==> config.mk <==
export PLATFORM = sky130hd
export DESIGN_NAME = alu_input_loader_flat
export DESIGN_NICKNAME = d
export VERILOG_FILES = /design/src/rtl/alu_pkg.sv /design/src/rtl/alu_input_loader_if.sv /design/src/rtl/btn_debounce.sv /design/src/rtl/alu_input_loader.sv /design/src/flat_wrapper.sv
export SDC_FILE = /design/constraint.sdc
export NUM_CORES = 1
export LEC_CHECK = 0
export CAP_MARGIN = 20
export CORE_UTILIZATION = 37
export CTS_BUF_LIST = sky130_fd_sc_hd__clkbuf_4
export CTS_CLUSTER_DIAMETER = 120
export DETAILED_ROUTE_END_ITERATION = 12
export PLACE_DENSITY_LB_ADDON = 0.3
export SETUP_SLACK_MARGIN = 0.15
export SLEW_MARGIN = 0
export SYNTH_ARGS = -nofsm -noshare
export SYNTH_HDL_FRONTEND = slang
export SYNTH_HIERARCHICAL = 1
export SYNTH_SLANG_ARGS = --single-unit
export TNS_END_PERCENT = 50
==> constraint.sdc <==
create_clock -name clk -period 3.56 [get_ports clk]
set_clock_uncertainty 0.05 [all_clocks]
set_input_delay 0.712 -clock clk [delete_from_list [all_inputs] [get_ports clk]]
set_output_delay 0.712 -clock clk [all_outputs]
set_load 0.05 [all_outputs]
==> src/rtl/alu_pkg.sv <==
// Definitions shared by the ALU and its input loader: opcode constants,
// the loader FSM state encoding and the opcode legality check.
package alu_pkg;

  localparam int OP_BITS = 6;

  localparam logic [OP_BITS-1:0] OP_ADD = 6'b100000;
  localparam logic [OP_BITS-1:0] OP_SUB = 6'b100010;
  localparam logic [OP_BITS-1:0] OP_AND = 6'b100100;
  localparam logic [OP_BITS-1:0] OP_OR  = 6'b100101;
  localparam logic [OP_BITS-1:0] OP_XOR = 6'b100110;
  localparam logic [OP_BITS-1:0] OP_NOR = 6'b100111;
  localparam logic [OP_BITS-1:0] OP_SRA = 6'b000011;
  localparam logic [OP_BITS-1:0] OP_SRL = 6'b000010;

  typedef enum logic [1:0] {
    WAIT_A  = 2'd0,
    WAIT_B  = 2'd1,
    WAIT_OP = 2'd2,
    READY   = 2'd3
  } loader_state_t;

  function automatic logic is_legal_op(input logic [OP_BITS-1:0] op);
    case (op)
      OP_ADD, OP_SUB, OP_AND, OP_OR,
      OP_XOR, OP_NOR, OP_SRA, OP_SRL: return 1'b1;
      default:                        return 1'b0;
    endcase
  endfunction

endpackage

==> src/rtl/alu_input_loader_if.sv <==
// Switch/button inputs and operand/opcode outputs of the ALU input loader.
// The loader uses the slave view; whatever drives the switches and buttons uses master.
interface alu_input_loader_if #(
  parameter int N_BITS = 8
);
  logic [N_BITS-1:0]          sw;
  logic                       btn_a;
  logic                       btn_b;
  logic                       btn_op;
  logic [N_BITS-1:0]          d0;
  logic [N_BITS-1:0]          d1;
  logic [alu_pkg::OP_BITS-1:0] opcode;
  logic                       valid;
  logic                       op_err;
  logic [1:0]                 state;

  modport slave (
    input  sw, btn_a, btn_b, btn_op,
    output d0, d1, opcode, valid, op_err, state
  );

  modport master (
    output sw, btn_a, btn_b, btn_op,
    input  d0, d1, opcode, valid, op_err, state
  );
endinterface

==> src/rtl/btn_debounce.sv <==
// Two-flop synchronizer, counting debouncer and single-cycle rising-edge pulse
// for one raw push-button.
module btn_debounce #(
  parameter int DB_CYCLES = 16
) (
  input  logic clk,
  input  logic reset,
  input  logic i_btn,
  output logic o_pulse
);

  localparam int CNT_W = $clog2(DB_CYCLES + 1);
  localparam logic [CNT_W-1:0] CNT_LAST = CNT_W'(DB_CYCLES - 1);

  logic             r_sync0;
  logic             r_sync1;
  logic             r_level;
  logic             r_armed;
  logic [CNT_W-1:0] r_cnt;
  logic             r_pulse;

  // Until the button has been seen stably low after reset, a high level cannot
  // count as a press; r_armed records that the low level was confirmed.
  always_ff @(posedge clk) begin
    if (reset) begin
      r_sync0 <= 1'b0;
      r_sync1 <= 1'b0;
      r_level <= 1'b0;
      r_armed <= 1'b0;
      r_cnt   <= '0;
      r_pulse <= 1'b0;
    end else begin
      r_sync0 <= i_btn;
      r_sync1 <= r_sync0;
      r_pulse <= 1'b0;
      if (!r_armed) begin
        if (r_sync1) begin
          r_cnt <= '0;
        end else if (r_cnt == CNT_LAST) begin
          r_cnt   <= '0;
          r_armed <= 1'b1;
        end else begin
          r_cnt <= r_cnt + CNT_W'(1);
        end
      end else if (r_sync1 == r_level) begin
        r_cnt <= '0;
      end else if (r_cnt == CNT_LAST) begin
        r_cnt   <= '0;
        r_level <= r_sync1;
        r_pulse <= r_sync1;
      end else begin
        r_cnt <= r_cnt + CNT_W'(1);
      end
    end
  end

  assign o_pulse = r_pulse;

endmodule

==> src/rtl/alu_input_loader.sv <==
// Loads two ALU operands and an opcode from a switch bank, one debounced
// button per register, sequenced by a four-state FSM.
module alu_input_loader
  import alu_pkg::*;
#(
  parameter int N_BITS    = 8,
  parameter int DB_CYCLES = 16
) (
  input  logic             clk,
  input  logic             reset,
  alu_input_loader_if.slave bus
);

  logic w_pulse_a;
  logic w_pulse_b;
  logic w_pulse_op;
  logic w_sel_a;
  logic w_sel_b;
  logic w_sel_op;
  logic [OP_BITS-1:0] w_op;
  logic w_op_legal;

  logic [N_BITS-1:0]  r_d0;
  logic [N_BITS-1:0]  r_d1;
  logic [OP_BITS-1:0] r_opcode;
  logic               r_valid;
  logic               r_op_err;
  loader_state_t      r_state;

  btn_debounce #(.DB_CYCLES(DB_CYCLES)) u_db_a (
    .clk(clk), .reset(reset), .i_btn(bus.btn_a), .o_pulse(w_pulse_a)
  );

  btn_debounce #(.DB_CYCLES(DB_CYCLES)) u_db_b (
    .clk(clk), .reset(reset), .i_btn(bus.btn_b), .o_pulse(w_pulse_b)
  );

  btn_debounce #(.DB_CYCLES(DB_CYCLES)) u_db_op (
    .clk(clk), .reset(reset), .i_btn(bus.btn_op), .o_pulse(w_pulse_op)
  );

  // One press per cycle at most; lower-priority coincident presses are dropped.
  assign w_sel_a    = w_pulse_a;
  assign w_sel_b    = w_pulse_b & ~w_pulse_a;
  assign w_sel_op   = w_pulse_op & ~w_pulse_a & ~w_pulse_b;
  assign w_op       = bus.sw[OP_BITS-1:0];
  assign w_op_legal = is_legal_op(w_op);

  always_ff @(posedge clk) begin
    if (reset) begin
      r_d0     <= '0;
      r_d1     <= '0;
      r_opcode <= '0;
      r_valid  <= 1'b0;
      r_op_err <= 1'b0;
      r_state  <= WAIT_A;
    end else begin
      case (r_state)
        WAIT_A: begin
          if (w_sel_a) begin
            r_d0    <= bus.sw;
            r_state <= WAIT_B;
          end
        end
        WAIT_B: begin
          if (w_sel_b) begin
            r_d1    <= bus.sw;
            r_state <= WAIT_OP;
          end
        end
        WAIT_OP: begin
          if (w_sel_op) begin
            if (w_op_legal) begin
              r_opcode <= w_op;
              r_op_err <= 1'b0;
              r_valid  <= 1'b1;
              r_state  <= READY;
            end else begin
              r_op_err <= 1'b1;
            end
          end
        end
        READY: begin
          if (w_sel_a) begin
            r_d0    <= bus.sw;
            r_valid <= 1'b0;
            r_state <= WAIT_B;
          end else if (w_sel_b) begin
            r_d1 <= bus.sw;
          end else if (w_sel_op) begin
            if (w_op_legal) begin
              r_opcode <= w_op;
              r_op_err <= 1'b0;
            end else begin
              r_op_err <= 1'b1;
            end
          end
        end
        default: r_state <= WAIT_A;
      endcase
    end
  end

  assign bus.d0     = r_d0;
  assign bus.d1     = r_d1;
  assign bus.opcode = r_opcode;
  assign bus.valid  = r_valid;
  assign bus.op_err = r_op_err;
  assign bus.state  = r_state;

endmodule
==> src/flat_wrapper.sv <==
// flat-port wrapper written by rule: the top's interface ports become plain ports
module alu_input_loader_flat import alu_pkg::*;
#(
  parameter int N_BITS    = 8,
  parameter int DB_CYCLES = 16
)
  (clk, reset, bus_sw, bus_btn_a, bus_btn_b, bus_btn_op, bus_d0, bus_d1, bus_opcode, bus_valid, bus_op_err, bus_state);
  alu_input_loader_if #(.N_BITS(N_BITS)) bus_i ();
  input  logic clk;
  input  logic reset;
  input wire logic [$bits(bus_i.sw)-1:0] bus_sw;
  input wire logic [$bits(bus_i.btn_a)-1:0] bus_btn_a;
  input wire logic [$bits(bus_i.btn_b)-1:0] bus_btn_b;
  input wire logic [$bits(bus_i.btn_op)-1:0] bus_btn_op;
  output wire logic [$bits(bus_i.d0)-1:0] bus_d0;
  output wire logic [$bits(bus_i.d1)-1:0] bus_d1;
  output wire logic [$bits(bus_i.opcode)-1:0] bus_opcode;
  output wire logic [$bits(bus_i.valid)-1:0] bus_valid;
  output wire logic [$bits(bus_i.op_err)-1:0] bus_op_err;
  output wire logic [$bits(bus_i.state)-1:0] bus_state;
  assign bus_i.sw = bus_sw;
  assign bus_i.btn_a = bus_btn_a;
  assign bus_i.btn_b = bus_btn_b;
  assign bus_i.btn_op = bus_btn_op;
  assign bus_d0 = bus_i.d0;
  assign bus_d1 = bus_i.d1;
  assign bus_opcode = bus_i.opcode;
  assign bus_valid = bus_i.valid;
  assign bus_op_err = bus_i.op_err;
  assign bus_state = bus_i.state;
  alu_input_loader #(.N_BITS(N_BITS), .DB_CYCLES(DB_CYCLES)) u_core (.clk(clk), .reset(reset), .bus(bus_i));
endmodule
Yosys cells after proc, flatten, opt, wreduce, memory -nomap -nowiden
Cells that the tools add are included.
{ "op_classes": {"add_sub_neg": 3, "eq_ne": 24, "mux": 44, "bitwise_logic": 14, "n_reduce_logical": 16} }
{ "ops": {"columns": ["cell", "n"], "rows": [
  ["$mux 5", 12],
  ["$eq 6x6->1 const B", 6],
  ["$mux 6", 4],
  ["$mux 1", 17],
  ["$mux 8", 2],
  ["$pmux 8 s2", 1],
  ["$add 5x1->5 const B", 3],
  ["$eq 5x4->1 const B", 3],
  ["$eq 6x2->1 const B", 2],
  ["$pmux 6 s2", 1],
  ["$reduce_and 3->1", 4],
  ["$reduce_or 4->1", 3],
  ["$not 1->1", 11],
  ["$mux 2", 4],
  ["$ne 2x1->1 const B", 4],
  ["$reduce_and 4->1", 2],
  ["$reduce_or 8->1", 1],
  ["$ne 2x2->1 const B", 3],
  ["$pmux 2 s3", 1],
  ["$eq 2x2->1 const B", 2],
  ["$pmux 1 s2", 2],
  ["$reduce_and 2->1", 2],
  ["$reduce_bool 2->1", 2],
  ["$and 1x1->1", 3],
  ["4 further kinds", 6]
]} }
{ "totals": {"register_bits": 56, "elab_cells": 125} }

Depth between registers and ports, before layout
{ "logic_depth": {"ltp_word": 8, "ltp_mapped": 6} }

Modules after synthesis
The synthesis kept the hierarchy.
{ "by_module_without_submodules": {"columns": ["mod", "n_inst", "cells_each", "area_each_um2"], "rows": [
  ["btn_debounce", 3, 36, 405.4],
  ["alu_input_loader", 1, 118, 1124.8]
]} }

Least setup slack after synthesis
No wires, ideal clock.
{ "synth_path": {"path_type": "register -> register", "startpoint": "reg u_core.r_state[1], in the netlist u_core/bus.state[1]", "endpoint": "reg u_core.r_opcode[0], in the netlist u_core/bus.opcode[0]", "arrival_time_ns": 1.697, "slack_ns": 1.741, "path_stages_with_launch": 5, "path_cell_list": "dfxtp_1 > ha_1 > nor2_1 > a211oi_4 > mux2i_1"} }
{ "synth_between": {"elab_chain_cells": 3} }
{ "synth_lines": {"columns": ["element", "line_no", "text"], "rows": [
  ["start, declared", "alu_input_loader.sv:28", "loader_state_t r_state;"],
  ["start signal, assigned", "alu_input_loader.sv:56", "r_state <= WAIT_A;"],
  ["start signal, assigned", "alu_input_loader.sv:62", "r_state <= WAIT_B;"],
  ["start signal, assigned", "alu_input_loader.sv:68", "r_state <= WAIT_OP;"],
  ["$eq 2x2->1", "alu_input_loader.sv:58", "case (r_state)"],
  ["$ne 2x2->1 (no source line) or $reduce_bool 2->1 (tied branches)", null, null],
  ["$reduce_and 3->1 (no source line)", null, null],
  ["end signal, assigned", "alu_input_loader.sv:74", "r_opcode <= w_op;"],
  ["end signal, assigned", "alu_input_loader.sv:92", "r_opcode <= w_op;"],
  ["end, declared", "alu_input_loader.sv:25", "logic [OP_BITS-1:0] r_opcode;"]
]} }
Parallel ways exist; a longest one is shown, timed or not.
A chain may end at the register's enable or synchronous reset.

Final worst setup path
{ "layout_path": {"startpoint": "reg u_core.r_state[1], in the netlist u_core/bus.state[1]", "endpoint": "out bus_state[1]"} }
{ "layout_lines": {"columns": ["element", "line_no", "text"], "rows": [
  ["end, declared", "flat_wrapper.sv:20", "output wire logic [$bits(bus_i.state)-1:0] bus_state;"]
]} }
No word-level cell between the ends.

==> impl_metrics.prom <==
# TYPE chip_impl_metric gauge
chip_impl_metric{name="cts_max_level",unit=""} 2
chip_impl_metric{name="synthesis.area_per_instance",unit="µm²"} 10.4
chip_impl_metric{name="gp_congestion",unit=""} 0.729
chip_impl_metric{name="ff2ff_path_depth",unit=""} 5
chip_impl_info{name="timing_worst_setup_path_type",value="flop to primary output"} 1
chip_impl_metric{name="first_global_vias",unit=""} 1478
chip_impl_metric{name="std_cell_rows",unit=""} 28
chip_impl_metric{name="post_route_cells_drive_above_1_share",unit="%"} 12.8
chip_impl_info{name="clock_tree_from_tritoncts",value="yes"} 1
chip_impl_info{name="status",value="complete, no violations"} 1
chip_impl_metric{name="antennaDiodeCount",unit=""} 0
chip_impl_info{name="rsz0062_at_grt",value="no"} 1
chip_impl_metric{name="share_of_the_clock_period_used_by_the_worst_path",unit="%"} 67.3
chip_impl_metric{name="fin_worst_setup_slack",unit="ns"} 1.16
chip_impl_metric{name="whs",unit="ns"} 0.383
chip_impl_metric{name="cts_inserted_buffers",unit=""} 5
chip_impl_metric{name="layout.nets",unit=""} 283
chip_impl_info{name="endpoint_kind_of_the_worst_setup_timing_path",value="primary output"} 1
chip_impl_metric{name="finalSetupViolCount",unit=""} 0
chip_impl_metric{name="clock-sinks",unit=""} 56
chip_impl_info{name="post-synth-top-area-cell",value="sky130_fd_sc_hd__dfxtp_1"} 1
chip_impl_metric{name="post-dp-hpwl",unit="µm"} 2790
chip_impl_metric{name="floorplan.initialDensity",unit="%"} 38.8
chip_impl_info{name="cp-startpoint",value="u_core/bus.state[1]"} 1
chip_impl_metric{name="netlist_area",unit="µm²"} 2340
chip_impl_metric{name="number_of_i_o_port_buffers",unit=""} 38
chip_impl_metric{name="synth_cell_types",unit=""} 38
chip_impl_metric{name="syn_nets",unit=""} 245
chip_impl_metric{name="grt_first_pass_wirelength",unit="µm"} 6710
chip_impl_metric{name="route.antenna.remaining_nets",unit=""} 0
chip_impl_metric{name="finalCoreUtilization",unit="%"} 46.9
chip_impl_info{name="path_cells",value="clkdlybuf4s50_1"} 1
chip_impl_metric{name="antenna_found_initial",unit=""} 0
chip_impl_metric{name="synth_seq_area_share",unit="%"} 47.9
chip_impl_metric{name="design.portCount",unit=""} 39
chip_impl_info{name="largest_cells_by_area_after_synthesis",value="sky130_fd_sc_hd__dfxtp_1 (48%), sky130_fd_sc_hd__mux2i_1 (5.1%), sky130_fd_sc_hd__nor2_1 (3.8%)"} 1
chip_impl_metric{name="vdd_ir_drop_max",unit="µV"} 284
chip_impl_metric{name="pre_cts_slack",unit="ns"} 1.10
chip_impl_metric{name="cts_hold_repair.buffers",unit=""} 0
chip_impl_metric{name="final.setup.tns",unit="ns"} 0
chip_impl_metric{name="die_h",unit="µm"} 81.5
chip_impl_metric{name="critical_path_required",unit="ns"} 2.80
chip_impl_metric{name="max_stage_delay",unit="ns"} 0.84
chip_impl_metric{name="detail_route.drc_violations",unit=""} 0
chip_impl_metric{name="placement.cell_area",unit="µm²"} 2770
chip_impl_metric{name="vias",unit=""} 1652
chip_impl_metric{name="worstSetupPathDepth",unit=""} 1
chip_impl_info{name="final_cell_mix",value="sky130_fd_sc_hd__dfxtp_1 (56), sky130_fd_sc_hd__clkdlybuf4s50_1 (38), sky130_fd_sc_hd__nor2_1 (24)"} 1
chip_impl_metric{name="pin_count_of_the_biggest_net_entering_global_routing",unit=""} 33
chip_impl_metric{name="cts.reportedPaths.clkPinSlew",unit="ns"} 0.15
chip_impl_metric{name="power-per-cell-area",unit="nW/µm²"} 409
chip_impl_metric{name="actual_transition_at_the_worst_max_transition_pin",unit="ns"} 0.564
chip_impl_metric{name="drt_pass1_iterations",unit=""} 4
chip_impl_metric{name="die_w",unit="µm"} 81.5
chip_impl_info{name="cp-endpoint",value="bus_state[1]"} 1
chip_impl_metric{name="timing.final.max_slew_violations",unit=""} 0
chip_impl_metric{name="yosys_warnings",unit=""} 6
chip_impl_info{name="slowest_stage",value="sky130_fd_sc_hd__clkdlybuf4s50_1"} 1
chip_impl_metric{name="syn_inst",unit=""} 226
chip_impl_metric{name="clock_insertion_delay_worst_skew",unit="ns"} 0.37
chip_impl_metric{name="cts_post_setup_buffers_inserted",unit=""} 0
chip_impl_metric{name="leakage",unit="µW"} 0.000979
chip_impl_info{name="root_buffer",value="sky130_fd_sc_hd__clkbuf_4"} 1
chip_impl_metric{name="synth_enable_flop_cells",unit=""} 0
chip_impl_metric{name="layout-area-overhead-vs-synth",unit="%"} 20.6
chip_impl_metric{name="die_area",unit="µm²"} 6650
chip_impl_metric{name="finalInstanceArea",unit="µm²"} 2820
chip_impl_metric{name="critical_path.max_fanout",unit=""} 5
chip_impl_info{name="worstReg2RegEnd",value="u_core/bus.state[1]"} 1
chip_impl_info{name="synth_top_flop_cell",value="sky130_fd_sc_hd__dfxtp_1"} 1
chip_impl_metric{name="cts_resized",unit=""} 0
chip_impl_metric{name="detail_route.iter0.violations",unit=""} 62
chip_impl_metric{name="min_cycle_time_layout",unit="ns"} 2.40
chip_impl_info{name="timing.critical_path.max_delay_family",value="buffers and inverters"} 1
chip_impl_metric{name="arrival",unit="ns"} 1.63
chip_impl_metric{name="r2r_slack",unit="ns"} 1.73
chip_impl_metric{name="globalRoute.totalOverflow",unit=""} 0
chip_impl_metric{name="total_of_flip_flops_plus_latches_after_synthesis",unit=""} 56
chip_impl_info{name="cp-start-kind",value="flop"} 1
chip_impl_metric{name="fmax",unit="MHz"} 417
chip_impl_metric{name="route.detailed.vias_per_inst",unit=""} 4.86
chip_impl_metric{name="finalHoldViolations",unit=""} 0
chip_impl_metric{name="post_drt_wl_per_cell",unit="µm"} 11.8
chip_impl_info{name="hold_path.class",value="flop to flop"} 1
chip_impl_info{name="crit-reg2reg-launch",value="u_core/bus.state[0]"} 1
chip_impl_metric{name="critical_path.n_buffers_inverters",unit=""} 1
chip_impl_metric{name="core_region_area",unit="µm²"} 6030
chip_impl_metric{name="relSlewSlack",unit="%"} 62.4
chip_impl_metric{name="async_flop_share",unit="%"} 0
chip_impl_metric{name="clk_path_buf_depth",unit=""} 2
chip_impl_metric{name="max-cap-violations",unit=""} 0
chip_impl_metric{name="postRouteWirelength",unit="µm"} 4020
chip_impl_metric{name="netlist.area_leader.share",unit="%"} 47.9
chip_impl_info{name="most_common_library_cell_in_the_layout_ignoring_fill_and_taps",value="sky130_fd_sc_hd__dfxtp_1"} 1
chip_impl_metric{name="grt_use_total",unit="%"} 13.1
==> flip-flops by register name (all words and copies together), names as in the netlist, 2 cells and up <==
register and flops:
u_core/u_db_op/r_cnt 5, u_core/bus.d1 8, u_core/u_db_a/r_cnt 5, u_core/bus.d0 8, u_core/bus.opcode 6, u_core/bus.state 2, u_core/u_db_b/r_cnt 5
==> layout make-up <==
class | instances | area, µm²
clock buffers | 5 | 37.5
fillers | 590 | 3200
flip-flops and latches | 56 | 1120
well taps | 75 | 93.8
repair buffers | 39 | 388
clock inverters | 3 | 17.5
inverters | 6 | 22.5
multi-input cells | 156 | 1140
==> routing by layer <==
layer  routed length [µm]  global-route usage (%)  vias up
met1                 1950                    17.1      755
met2                 1760                    20.6       39
met3                  239                    2.67        6
met5                    0                       0        -
met4                   67                    5.89        0
li1                     -                       -      852
==> power by group <==
group	total [µW]	switching, µW	internal (µW)
sequential	668	20.1	648
clock	271	194	76.9
combinational	217	130	87.4
==> cells in the mapped netlist (4+ instances only) <==
master,n
sky130_fd_sc_hd__inv_1,6
sky130_fd_sc_hd__nor2_1,24
sky130_fd_sc_hd__clkbuf_1,4
sky130_fd_sc_hd__mux2i_1,12
sky130_fd_sc_hd__dfxtp_1,56
sky130_fd_sc_hd__a21oi_1,13
sky130_fd_sc_hd__nand3_1,15
sky130_fd_sc_hd__nand2b_1,12
sky130_fd_sc_hd__nand2_1,14
sky130_fd_sc_hd__nor3_2,6
sky130_fd_sc_hd__ha_1,6
sky130_fd_sc_hd__nor2b_1,8
==> worst register-to-register path: stages (launching register included) <==
cell                      delay (ns)
sky130_fd_sc_hd__dfxtp_1        0.44
sky130_fd_sc_hd__inv_1          0.06
sky130_fd_sc_hd__ha_1           0.51
sky130_fd_sc_hd__nand2_1        0.30
sky130_fd_sc_hd__o31ai_1        0.27
sky130_fd_sc_hd__a21oi_1        0.09
==> cells by family (layout without fill, tap and decap cells) <==
family / after synthesis / after routing / share of synthesized area [%]
XOR/XNOR: 6 / 6 / 2.25
flip-flops: 56 / 56 / 47.9
AND/OR/NAND/NOR: 102 / 102 / 26.4
adder cells (fa/ha/maj): 6 / 6 / 3.21
buffers and inverters: 14 / 53 / 3.26
multiplexers: 15 / 15 / 8.02
AO/OA/AOI/OAI: 27 / 27 / 8.98
==> worst min path at each step <==
stage                                  from  slack [ns]  cells after the start                 endpoint
global route        u_core/u_db_op/r_cnt[4]        0.42                      2  u_core/u_db_op/r_cnt[4]
detailed placement  u_core/u_db_op/r_cnt[4]        0.37                      2  u_core/u_db_op/r_cnt[4]
global placement    u_core/u_db_op/r_cnt[4]        0.37                      2  u_core/u_db_op/r_cnt[4]
finish              u_core/u_db_op/r_cnt[4]        0.38                      2  u_core/u_db_op/r_cnt[4]
CTS                 u_core/u_db_op/r_cnt[4]        0.39                      2  u_core/u_db_op/r_cnt[4]
floorplan            u_core/u_db_a/r_cnt[4]        0.36                      2   u_core/u_db_a/r_cnt[4]
==> metrics by stage <==
step           cells  power [µW]
3_5_place_dp     332         898
5_1_grt          340        1220
3_3_place_gp     332         898
2_1_floorplan    226         834
4_1_cts          340        1170
6_report         340        1160
No activity file was read; power rests on OpenSTA's default activity.
